==> config.mk <==
export PLATFORM = sky130hd
export DESIGN_NAME = calculator_input_sequencer
export DESIGN_NICKNAME = d
export VERILOG_FILES = /design/src/rtl/calculator_input_sequencer.sv
export SDC_FILE = /design/constraint.sdc
export NUM_CORES = 1
export LEC_CHECK = 0
export CAP_MARGIN = 20
export CORE_MARGIN = 8
export CORE_UTILIZATION = 30
export DETAILED_ROUTE_END_ITERATION = 6
export HOLD_SLACK_MARGIN = 0.02
export SYNTH_ARGS = -nofsm -noshare
export SYNTH_HDL_FRONTEND = slang
export SYNTH_SLANG_ARGS = --single-unit
export TNS_END_PERCENT = 10
==> constraint.sdc <==
create_clock -name IN_clk -period 2.35 [get_ports IN_clk]
set_clock_uncertainty 0.2 [all_clocks]
set_input_delay 0.705 -clock IN_clk [delete_from_list [all_inputs] [get_ports IN_clk]]
set_output_delay 0.705 -clock IN_clk [all_outputs]
set_load 0.01 [all_outputs]
==> src/rtl/calculator_input_sequencer.sv <==
// Button/switch front end for the calculator: synchronizes and debounces the
// buttons, steps NUM1 -> NUM2 -> OP -> ANSWER and latches operands.
// Optional: CALC_INPUT_OPCODE_CHECK_EN refuses the all-ones (reserved) opcode.
//
// state     | meaning
// ----------+--------------------------------------------------
// ST_NUM1   | entering operand 1; next latches num1
// ST_NUM2   | entering operand 2; next latches num2
// ST_OP     | entering opcode; next latches opcode, pulses valid
// ST_ANSWER | result shown; next returns to NUM1, operands kept
module calculator_input_sequencer #(
    parameter int DEBOUNCE_CYCLES = 1000000,
    parameter int DATA_WIDTH      = 16,
    parameter int OP_WIDTH        = 3
) (
    input  logic                  IN_clk,
    input  logic                  IN_reset,
    input  logic [DATA_WIDTH-1:0] IN_switches,
    input  logic                  IN_prev_button,
    input  logic                  IN_next_button,
    input  logic                  IN_center_button,
    output logic [DATA_WIDTH-1:0] OUT_num1,
    output logic [DATA_WIDTH-1:0] OUT_num2,
    output logic [OP_WIDTH-1:0]   OUT_operation_code,
    output logic                  OUT_operands_valid,
    output logic [1:0]            OUT_stage,
    output logic                  OUT_show_16bit_input,
    output logic                  OUT_show_operation,
    output logic                  OUT_show_answer,
    output logic                  OUT_op_error
);

    localparam int               CNT_W    = $clog2(DEBOUNCE_CYCLES + 1);
    localparam logic [CNT_W-1:0] CNT_LAST = CNT_W'(DEBOUNCE_CYCLES - 1);
    localparam int               BTN_PREV   = 0;
    localparam int               BTN_NEXT   = 1;
    localparam int               BTN_CENTER = 2;

    typedef enum logic [1:0] {
        ST_NUM1   = 2'd0,
        ST_NUM2   = 2'd1,
        ST_OP     = 2'd2,
        ST_ANSWER = 2'd3
    } state_t;

    state_t                state;
    logic [DATA_WIDTH-1:0] sw_s1;
    logic [DATA_WIDTH-1:0] sw_s2;
    logic [2:0]            raw_btn;
    logic [2:0]            btn_s1;
    logic [2:0]            btn_s2;
    logic [2:0]            level;
    logic [2:0]            level_q;
    logic [2:0]            armed;
    logic [2:0]            press;
    logic [CNT_W-1:0]      cnt [3];
    logic                  op_reserved;

    assign raw_btn = {IN_center_button, IN_next_button, IN_prev_button};

    // Button synchronizers reset to "pressed" so a button held through reset
    // cannot masquerade as a fresh press once reset is released.
    always_ff @(posedge IN_clk) begin
        if (IN_reset) begin
            sw_s1  <= '0;
            sw_s2  <= '0;
            btn_s1 <= '1;
            btn_s2 <= '1;
        end else begin
            sw_s1  <= IN_switches;
            sw_s2  <= sw_s1;
            btn_s1 <= raw_btn;
            btn_s2 <= btn_s1;
        end
    end

    always_ff @(posedge IN_clk) begin
        if (IN_reset) begin
            level   <= '0;
            level_q <= '0;
            armed   <= '0;
            for (int i = 0; i < 3; i++) cnt[i] <= '0;
        end else begin
            level_q <= level;
            for (int i = 0; i < 3; i++) begin
                if (!btn_s2[i]) armed[i] <= 1'b1;
                if (btn_s2[i] == level[i]) begin
                    cnt[i] <= '0;
                end else if (cnt[i] == CNT_LAST) begin
                    level[i] <= ~level[i];
                    cnt[i]   <= '0;
                end else begin
                    cnt[i] <= cnt[i] + CNT_W'(1);
                end
            end
        end
    end

    assign press = level & ~level_q & armed;

`ifdef CALC_INPUT_OPCODE_CHECK_EN
    assign op_reserved = &sw_s2[OP_WIDTH-1:0];
`else
    assign op_reserved = 1'b0;
`endif

    always_ff @(posedge IN_clk) begin
        if (IN_reset) begin
            state              <= ST_NUM1;
            OUT_num1           <= '0;
            OUT_num2           <= '0;
            OUT_operation_code <= '0;
            OUT_operands_valid <= 1'b0;
            OUT_op_error       <= 1'b0;
        end else begin
            OUT_operands_valid <= 1'b0;
            OUT_op_error       <= 1'b0;
            if (press[BTN_CENTER]) begin
                state              <= ST_NUM1;
                OUT_num1           <= '0;
                OUT_num2           <= '0;
                OUT_operation_code <= '0;
            end else if (press[BTN_PREV] && !press[BTN_NEXT]) begin
                case (state)
                    ST_NUM2:   state <= ST_NUM1;
                    ST_OP:     state <= ST_NUM2;
                    ST_ANSWER: state <= ST_OP;
                    default:   state <= ST_NUM1;
                endcase
            end else if (press[BTN_NEXT] && !press[BTN_PREV]) begin
                case (state)
                    ST_NUM1: begin
                        OUT_num1 <= sw_s2;
                        state    <= ST_NUM2;
                    end
                    ST_NUM2: begin
                        OUT_num2 <= sw_s2;
                        state    <= ST_OP;
                    end
                    ST_OP: begin
                        if (op_reserved) begin
                            OUT_op_error <= 1'b1;
                        end else begin
                            OUT_operation_code <= sw_s2[OP_WIDTH-1:0];
                            OUT_operands_valid <= 1'b1;
                            state              <= ST_ANSWER;
                        end
                    end
                    default: state <= ST_NUM1;
                endcase
            end
        end
    end

    assign OUT_stage            = state;
    assign OUT_show_16bit_input = (state == ST_NUM1) || (state == ST_NUM2);
    assign OUT_show_operation   = (state == ST_OP);
    assign OUT_show_answer      = (state == ST_ANSWER);

endmodule

# Word level (Yosys, flattened, before mapping)
# Memory sizes are Yosys's and may differ from the RTL's.
# Cells that the tools add are included.
# Widths: inputs -> output; s select.
totals:
  in_bits: 21
  output_inout_bits: 42
  mem_count: 1
  wordCells: 113
  mem_bits_rw: 60
  ff_bits: 85
mem_list:
  columns: ["memory", "depth", "width", "rd", "rd_clocked_by_memory_dff", "wr", "line", "text"]
  rows:
  - ["cnt", 3, 20, 3, 0, 3, "56", "logic [CNT_W-1:0] cnt [3];"]
op_classes:
  mux: 49
  n_reduce_logical: 15
  n_addsub: 3
  eq_ne: 9
  bitwise_logic: 20
op_table:
  columns: ["op", "n"]
  rows:
  - ["$mux 20", 9]
  - ["$add 20x1->20 const B", 3]
  - ["$eq 20x20->1 const B", 3]
  - ["$mux 1", 36]
  - ["$or 1x1->1", 9]
  - ["$reduce_and 3->1", 3]
  - ["$not 1->1", 8]
  - ["$and 3x3->3", 2]
  - ["$pmux 2 s3", 1]
  - ["$reduce_and 2->1", 3]
  - ["$eq 2x2->1 const B", 2]
  - ["$mux 2", 2]
  - ["$pmux 2 s2", 1]
  - ["$reduce_or 4->1", 1]
  - ["$eq 1x1->1", 3]
  - ["$not 3->3", 1]
  - ["$eq 2x1->1 const B", 1]
  - ["$logic_and 1x1->1", 2]
  - ["$logic_not 1->1", 2]
  - ["$logic_not 2->1", 1]
  - ["$reduce_bool 2->1", 1]
  - ["$reduce_or 2->1", 1]
  - ["$logic_or 1x1->1", 1]

# Logic depth before layout (Yosys ltp)
# Gate-level depths: netlist of run 1.
# An unclocked memory read counts as a cell.
depth:
  word_depth: 8
  depth_mapped: 9
  depth_no_buf: 7

# Worst setup path before layout of run 1
# No wires, ideal clock.
synth_path:
  path_kind: "reg2reg"
  start: "memory cnt[2][13] in the netlist's numbering"
  end: "memory cnt[2][12] in the netlist's numbering (data pin)"
  arrival_time_ns: 1.944
  path_slack_ns: -0.048
  path_buffers: 1
  stages_incl_launch_ff: 6
  period_less_slack_ns: 2.398
  required_ns: 1.896
  setup_ns: 0.254
  cell_sequence: "edfxtp_1 or4_1 or4_4 o21ai_4 buf_6 nor2_1"
synth_rtl:
  columns: ["element", "line"]
  rows:
  - ["from (decl)", "56"]

==> results of run 1 <==
layout make-up:
| cell class | instances | area share (%) |
|---|---|---|
| well taps | 270 | 4.148 |
| repair buffers | 109 | 12.20 |
| inverters | 22 | 1.014 |
| clock buffers | 17 | 5.224 |
| flip-flops and latches | 145 | 43.05 |
| multi-input cells | 471 | 32.09 |
| clock inverters | 15 | 2.274 |
through the flow:
stage	cell area (um2)	power, mW	utilization, %
finish	8144	5.872	40.64
global route	8144	6.114	40.64
CTS	8104	5.949	40.44
detailed placement	7495	3.163	37.40
global placement	7495	3.157	37.40
floorplan	6279	3.027	-
synthesized netlist by cell type (all sizes together), types with 2 or more instances:
| library cell | n |
|---|---|
| nor3 | 11 |
| a21oi | 55 |
| nand3 | 21 |
| or4 | 12 |
| nand4 | 14 |
| or2 | 11 |
| nor2b | 37 |
| dfxtp | 85 |
| clkbuf | 20 |
| or3 | 15 |
| inv | 22 |
| mux2i | 3 |
| buf | 5 |
| nor4b | 2 |
| conb | 2 |
| nand2 | 83 |
| ha | 10 |
| and2 | 4 |
| o31ai | 4 |
| nor4 | 5 |
| and3 | 3 |
| edfxtp | 60 |
| xnor2 | 22 |
| a211oi | 3 |
| o21ai | 18 |
| and4 | 3 |
| xor2 | 17 |
| nor2 | 48 |
cells by family after synthesis:
kind of cell / Yosys count / synth area share (%)
buffers and inverters: 47 / 3.160
flip-flops: 145 / 57.84
multiplexers: 3 / 0.4958
adder cells (fa/ha/maj): 10 / 2.066
other: 2 / 0.1240
AO/OA/AOI/OAI: 84 / 7.643
XOR/XNOR: 39 / 5.639
AND/OR/NAND/NOR: 274 / 23.03
placed cells by master (no fill, tap or decap), types with 9 or more instances in the layout:
cell type        count
dfxtp_1             83
nand2_1             83
conb_1              61
edfxtp_1            60
clkdlybuf4s50_1     57
a21oi_1             55
nor2_1              48
buf_4               44
nor2b_1             37
xnor2_1             22
inv_1               21
nand3_1             20
xor2_1              17
clkbuf_16           17
o21ai_0             15
or3_1               15
nand4_1             14
nor3_1              11
or2_2               10
or4_1                9
flip-flops by register name, indices dropped and copies added (netlist names):
register,flops
cnt,60
sw_s1,16
armed,3
btn_s1,3
OUT_num2,16
OUT_stage,2
sw_s2,16
level,3
OUT_operation_code,3
btn_s2,3
OUT_operands_valid,1
OUT_num1,16
level_q,3
worst max-delay path: cells and delay by family (launching register included):
family	cells	cell delay, ns
AND/OR/NAND/NOR	2	1.06
flip-flops	1	0.39
buffers and inverters	1	0.17
AO/OA/AOI/OAI	2	0.27
worst paths after layout:
kind / cells after the start / slack, ns / from / to
min: 1 / 0.21 / btn_s1[1] / btn_s2[1]
min reg2reg: 1 / 0.21 / btn_s1[1] / btn_s2[1]
max reg2reg: 5 / 0.009 / cnt[0][8] / cnt[0][19]
max: 5 / 0.009 / cnt[0][8] / cnt[0][19]
metal layers:
| metal | wire (um) | track usage (%) | up-vias |
|---|---|---|---|
| li1 | - | - | 2346 |
| met1 | 5685 | 12.44 | 2048 |
| met2 | 5787 | 16.20 | 66 |
| met3 | 630 | 3.112 | 10 |
| met4 | 140 | 3.996 | 0 |
| met5 | 0 | 0 | - |
repair_timing:
| item | CTS | global route |
|---|---|---|
| setup endpoints to repair | 11 | 43 |
| gates cloned | 0 | 1 |
| gates resized for setup | 9 | 14 |
| pin swaps | 0 | 3 |
power by group through the flow:
| stage | clock network (mW) | logic (mW) | registers (mW) |
|---|---|---|---|
| floorplan | 0 | 0.177 | 2.85 |
| global placement | 0 | 0.303 | 2.85 |
| detailed placement | 0 | 0.306 | 2.86 |
| CTS | 2.84 | 0.308 | 2.80 |
| global route | 2.95 | 0.352 | 2.81 |
| finish | 2.76 | 0.312 | 2.80 |
==> run metrics, run 1 <==
IO Port Bufs=61; syn avg cell area=10.03 um2; Hold Buf Count CTS=0; Largest stage delay, worst path=0.54 ns; initial antenna violation count=0; vias per cell=about 4.3; RSZ-0062 raised after global routing=true; H-tree levels=4; Initial Utilization=30.23%; starting DRC count in detailed routing=191; crit end category=flop; final wirelength=about 12 mm; core area=approximately 0.020 mm2; multi-input logic area=~0.0026 mm2; outcome=complete, no violations; Worst path slowest cell=or4_4; total gr overflow=0; Min Hold Slack=0.2100 ns; layout cells sized above 1=13.99%; Final TNS setup=0 ns; critical path class=reg2reg; total CTS buffers=17; Clock Tree Root=clkbuf_16; critical path, cell by cell=or4_1 -> or4_4 -> o21ai_4 -> buf_4 -> a21oi_1; worst slack, placed=-0.004632 ns; Yosys reg bits=about 150; Syn Std Cell Area=0.006057 mm2; CTS Sinks=about 150; Final period util=99.61%; Distinct cells, synth=43; largest net degree at the start of global routing=39; setup violators final=0; Synth Instances=604; vias=between 4,000 and 5,000; area leader, netlist=edfxtp_1; post-synthesis sequential area ratio=between 50% and 60%; first-pass GRT wire length=a little over 20 mm; pwr dens=slightly above 700 mW/mm2; Detailed Place HPWL=about 8.6 mm; Pint=about 4.4 mW; Flop pwr share=47.7%; Die Wd=between 150 and 200 um; Psw=1.447 mW; Post-synth top flop=dfxtp_1; number of synthesized flops with an enable pin=60; Die ar.=around 0.025 mm2; die height=around 160 um; Worst Setup Slack, final=roughly 0.0091 ns; Final ANT Viol Nets=0; Slew Viols, Final=0; CTS tree=built; wire length per cell=11.67 um; post-placement cell count=about 1,000; Min-Delay Path Class=reg2reg; Pleak=2.985 nW; final number of hold-violating endpoints=0; Max FO, Critical Path=5; post-layout min period=around 2.3 ns; max cap viols=0; Sw Ratio=between 20 and 25%; FF/Latch Area=0.003506 mm2; routability cong.=approximately 0.7; FP Rows=52; vias in the first global route=4,223; Post-layout nets=roughly 800; main area contributors after synthesis=edfxtp_1, dfxtp_1, nand2_1, a21oi_1, nor2b_1; CP Launch Type=flop; # fillers=between 2,000 and 2,500; Post-Layout Cell Count=~1,000; gr usage total=approximately a tenth; maximum vdd drop=~500 uV; Ports=between 60 and 70; clock tree buffer depth=2; Required @ worst endpoint=2.31 ns; ANT cells=0; Syn. warnings=0; area share of the largest cell type after synthesis=29.75%; Async S/R FF share, synth=0%; Post-CTS Setup Inserts=0; first drt pass iteration count=4; Area Growth Syn to Fin=34.46%; DRC violations left=0; clock-pin slew on the worst setup and hold paths=approximately 0.07 ns; Highest Clock Rate=between 0.4 and 0.5 GHz; Combinational Power Share=between 5 and 6%; clk_lat worst skew=about 0.42 ns; clock network power share=about 47%; Worst EP arrival=about 2.3 ns
Power figures use the tool's default switching activity.
==> run 2: changes to the inputs <==
Settings changed: PLACE_DENSITY from default to 0.57.
==> run metrics, run 2 (synthesized netlist as in run 1, its figures left out) <==
max cap viols=0 (unchanged); R2R Path Start=cnt[0][8] (unchanged); starting DRC count in detailed routing=262 (was 191); Design Area, Final=0.008167 mm2 (was 0.008144 mm2); RSZ-0062 raised after global routing=true (unchanged); CTS tree=built (unchanged); Placed Area=0.007502 mm2 (was 0.007495 mm2); clock-pin slew on the worst setup and hold paths=0.07 ns (about the same); CTS Sinks=145 (unchanged); H-tree levels=4 (unchanged); clock tree buffer depth=2 (unchanged); most frequent cells in the layout=dfxtp_1, nand2_1, conb_1 (unchanged); routability cong.=0.7340 (was 0.7016); FP Rows=52 (unchanged); Pleak=3.004 nW (was 2.985 nW); Worst Hold Path EP=btn_s2[0] (was btn_s2[1]); maximum vdd drop=556.1 uV (was 514.3 uV); setup violators final=0 (unchanged); largest net degree at the start of global routing=39 (unchanged); post-layout min period=2.338 ns (was 2.341 ns); Largest stage delay, worst path=0.54 ns (about the same); Worst Setup Slack, final=0.01197 ns (was 0.009148 ns); most common cell after layout, fill and taps aside=dfxtp_1; initial antenna violation count=0 (unchanged); vias per cell=4.283 (was 4.261); Reg2Reg Setup Slack=0.01 ns (was 0.009 ns); hold_sp=btn_s1[0] (was btn_s1[1]); Largest Register=cnt (unchanged); Highest Clock Rate=0.4277 GHz (was 0.4272 GHz); Detailed Place HPWL=8.824 mm (was 8.644 mm); Finished Core Util=40.75% (was 40.64%); Min-Delay Path Class=reg2reg (unchanged); Ports=63 (unchanged); pwr dens=717.6 mW/mm2 (was 721.0 mW/mm2); crit end category=flop (unchanged); Buf/Inv on CP=1 (unchanged); final number of hold-violating endpoints=0 (unchanged); Die ar.=0.02499 mm2 (unchanged); Initial Utilization=30.23% (unchanged); Worst path slowest cell=or4_4 (unchanged); clk_lat worst skew=0.42 ns (about the same); Slew Viols, Final=0 (unchanged); CP Launch Type=flop (unchanged); Clock Tree Root=clkbuf_16 (unchanged); layout cells sized above 1=14.19% (was 13.99%); outcome=complete, no violations (unchanged); ANT cells=0 (unchanged); CP delay by family, top=simple AND/OR/NAND/NOR gates (unchanged); critical path class=reg2reg (unchanged); vias in the first global route=4,228 (was 4,223); Post-layout nets=800 (was 797); die height=158.1 um (unchanged); DRC violations left=0 (unchanged); Final ANT Viol Nets=0 (unchanged); core area=0.02004 mm2 (unchanged); Final period util=99.49% (was 99.61%); first drt pass iteration count=4 (unchanged); gr usage total=10.22% (was 10.10%); worst hold path depth=1 (unchanged); first-pass GRT wire length=20.35 mm (was 20.11 mm); Max FO, Critical Path=7 (was 5); worst slack, placed=-0.04995 ns (was -0.004632 ns); Min Hold Slack=0.2077 ns (was 0.2100 ns); Worst EP arrival=2.30 ns (about the same); wire length per cell=11.80 um (was 11.67 um); Largest register FFs=60 (unchanged); vias=4,506 (was 4,470); Area Growth Syn to Fin=34.83% (was 34.46%); Die Wd=158.1 um (unchanged); r2r endpoint=cnt[0][12] (was cnt[0][19]); critical path, cell by cell=or4_1 -> or4_4 -> o21ai_4 -> buf_4 -> a21oi_1 (unchanged); R2R cell count=5 (unchanged); final wirelength=12.41 mm (was 12.24 mm); total CTS buffers=17 (unchanged); IO Port Bufs=61 (unchanged); Required @ worst endpoint=2.31 ns (about the same); total gr overflow=0 (unchanged)
## run 2: cell count changes in the layout (fill, tap and decap cells not counted), sizes merged
cell,change
clkinvlp,-1
buf,+3
clkinv,+1
## run 2: how the worst max path moves through the flow
stage | cells after the start | startpoint | end | slack (ns)
floorplan | 5 | cnt[2][8] | cnt[2][12] | -0.02
global placement | 5 | cnt[0][8] | cnt[0][10] | 0.02
detailed placement | 5 | cnt[0][8] | cnt[0][5] | -0.05
CTS | 4 | OUT_stage[1] | OUT_show_16bit_input | -0.02
global route | 5 | cnt[0][13] | cnt[0][12] | -0.04
finish | 5 | cnt[0][8] | cnt[0][12] | 0.01
## run 2: repair_timing
| action | CTS | global route |
|---|---|---|
| pin swaps | 0 | 2 |
| setup endpoints to repair | 18 | 39 |
| resized for setup | 11 | 10 |
| setup buffers | 0 | 2 |
| hold buffers | 0 | 0 |
| cloned | 0 | 1 |
## run 2: layer usage
metal | wire length (um) | track usage [%] | part of all wire (%) | up-vias
met3 | 534 | 2.867 | 4.3 | 11
li1 | - | - | - | 2358
met1 | 5870 | 12.61 | 47 | 2082
met5 | 0 | 0 | 0 | -
met4 | 158 | 4.041 | 1.3 | 0
met2 | 5850 | 16.57 | 47 | 55
## run 2: per-stage QoR
step / power, mW / instances / TNS (ns)
2_1_floorplan: 3.027 / 663 / -0.2192
5_1_grt: 6.100 / 1052 / -0.3421
3_3_place_gp: 3.159 / 1017 / 0
3_5_place_dp: 3.167 / 1017 / -0.5105
6_report: 5.860 / 1052 / 0
4_1_cts: 5.944 / 1049 / -0.01546
## run 2: where the power goes
group          total (mW)  internal (mW)  switching (mW)
combinational       0.318          0.157           0.161
clock                2.74           1.54            1.21
sequential           2.80           2.73          0.0677
## run 2: cell type report
cell class / instances / area (um2)
Sequential cell: 145 / 3505
Multi-Input combinational cell: 471 / 2618
Fill cell: 2035 / 11870
Clock inverter: 15 / 186.4
Clock buffer: 17 / 425.4
Inverter: 22 / 82.58
Tap cell: 270 / 337.8
Timing Repair Buffer: 112 / 1012
## run 2: worst reg2reg max path, delay by kind of cell, from the launching register on
kind / cells / cell delay [ns]
compound gates: 2 / 0.24
simple gates: 2 / 1.07
flops: 1 / 0.39
buf+inv: 1 / 0.19
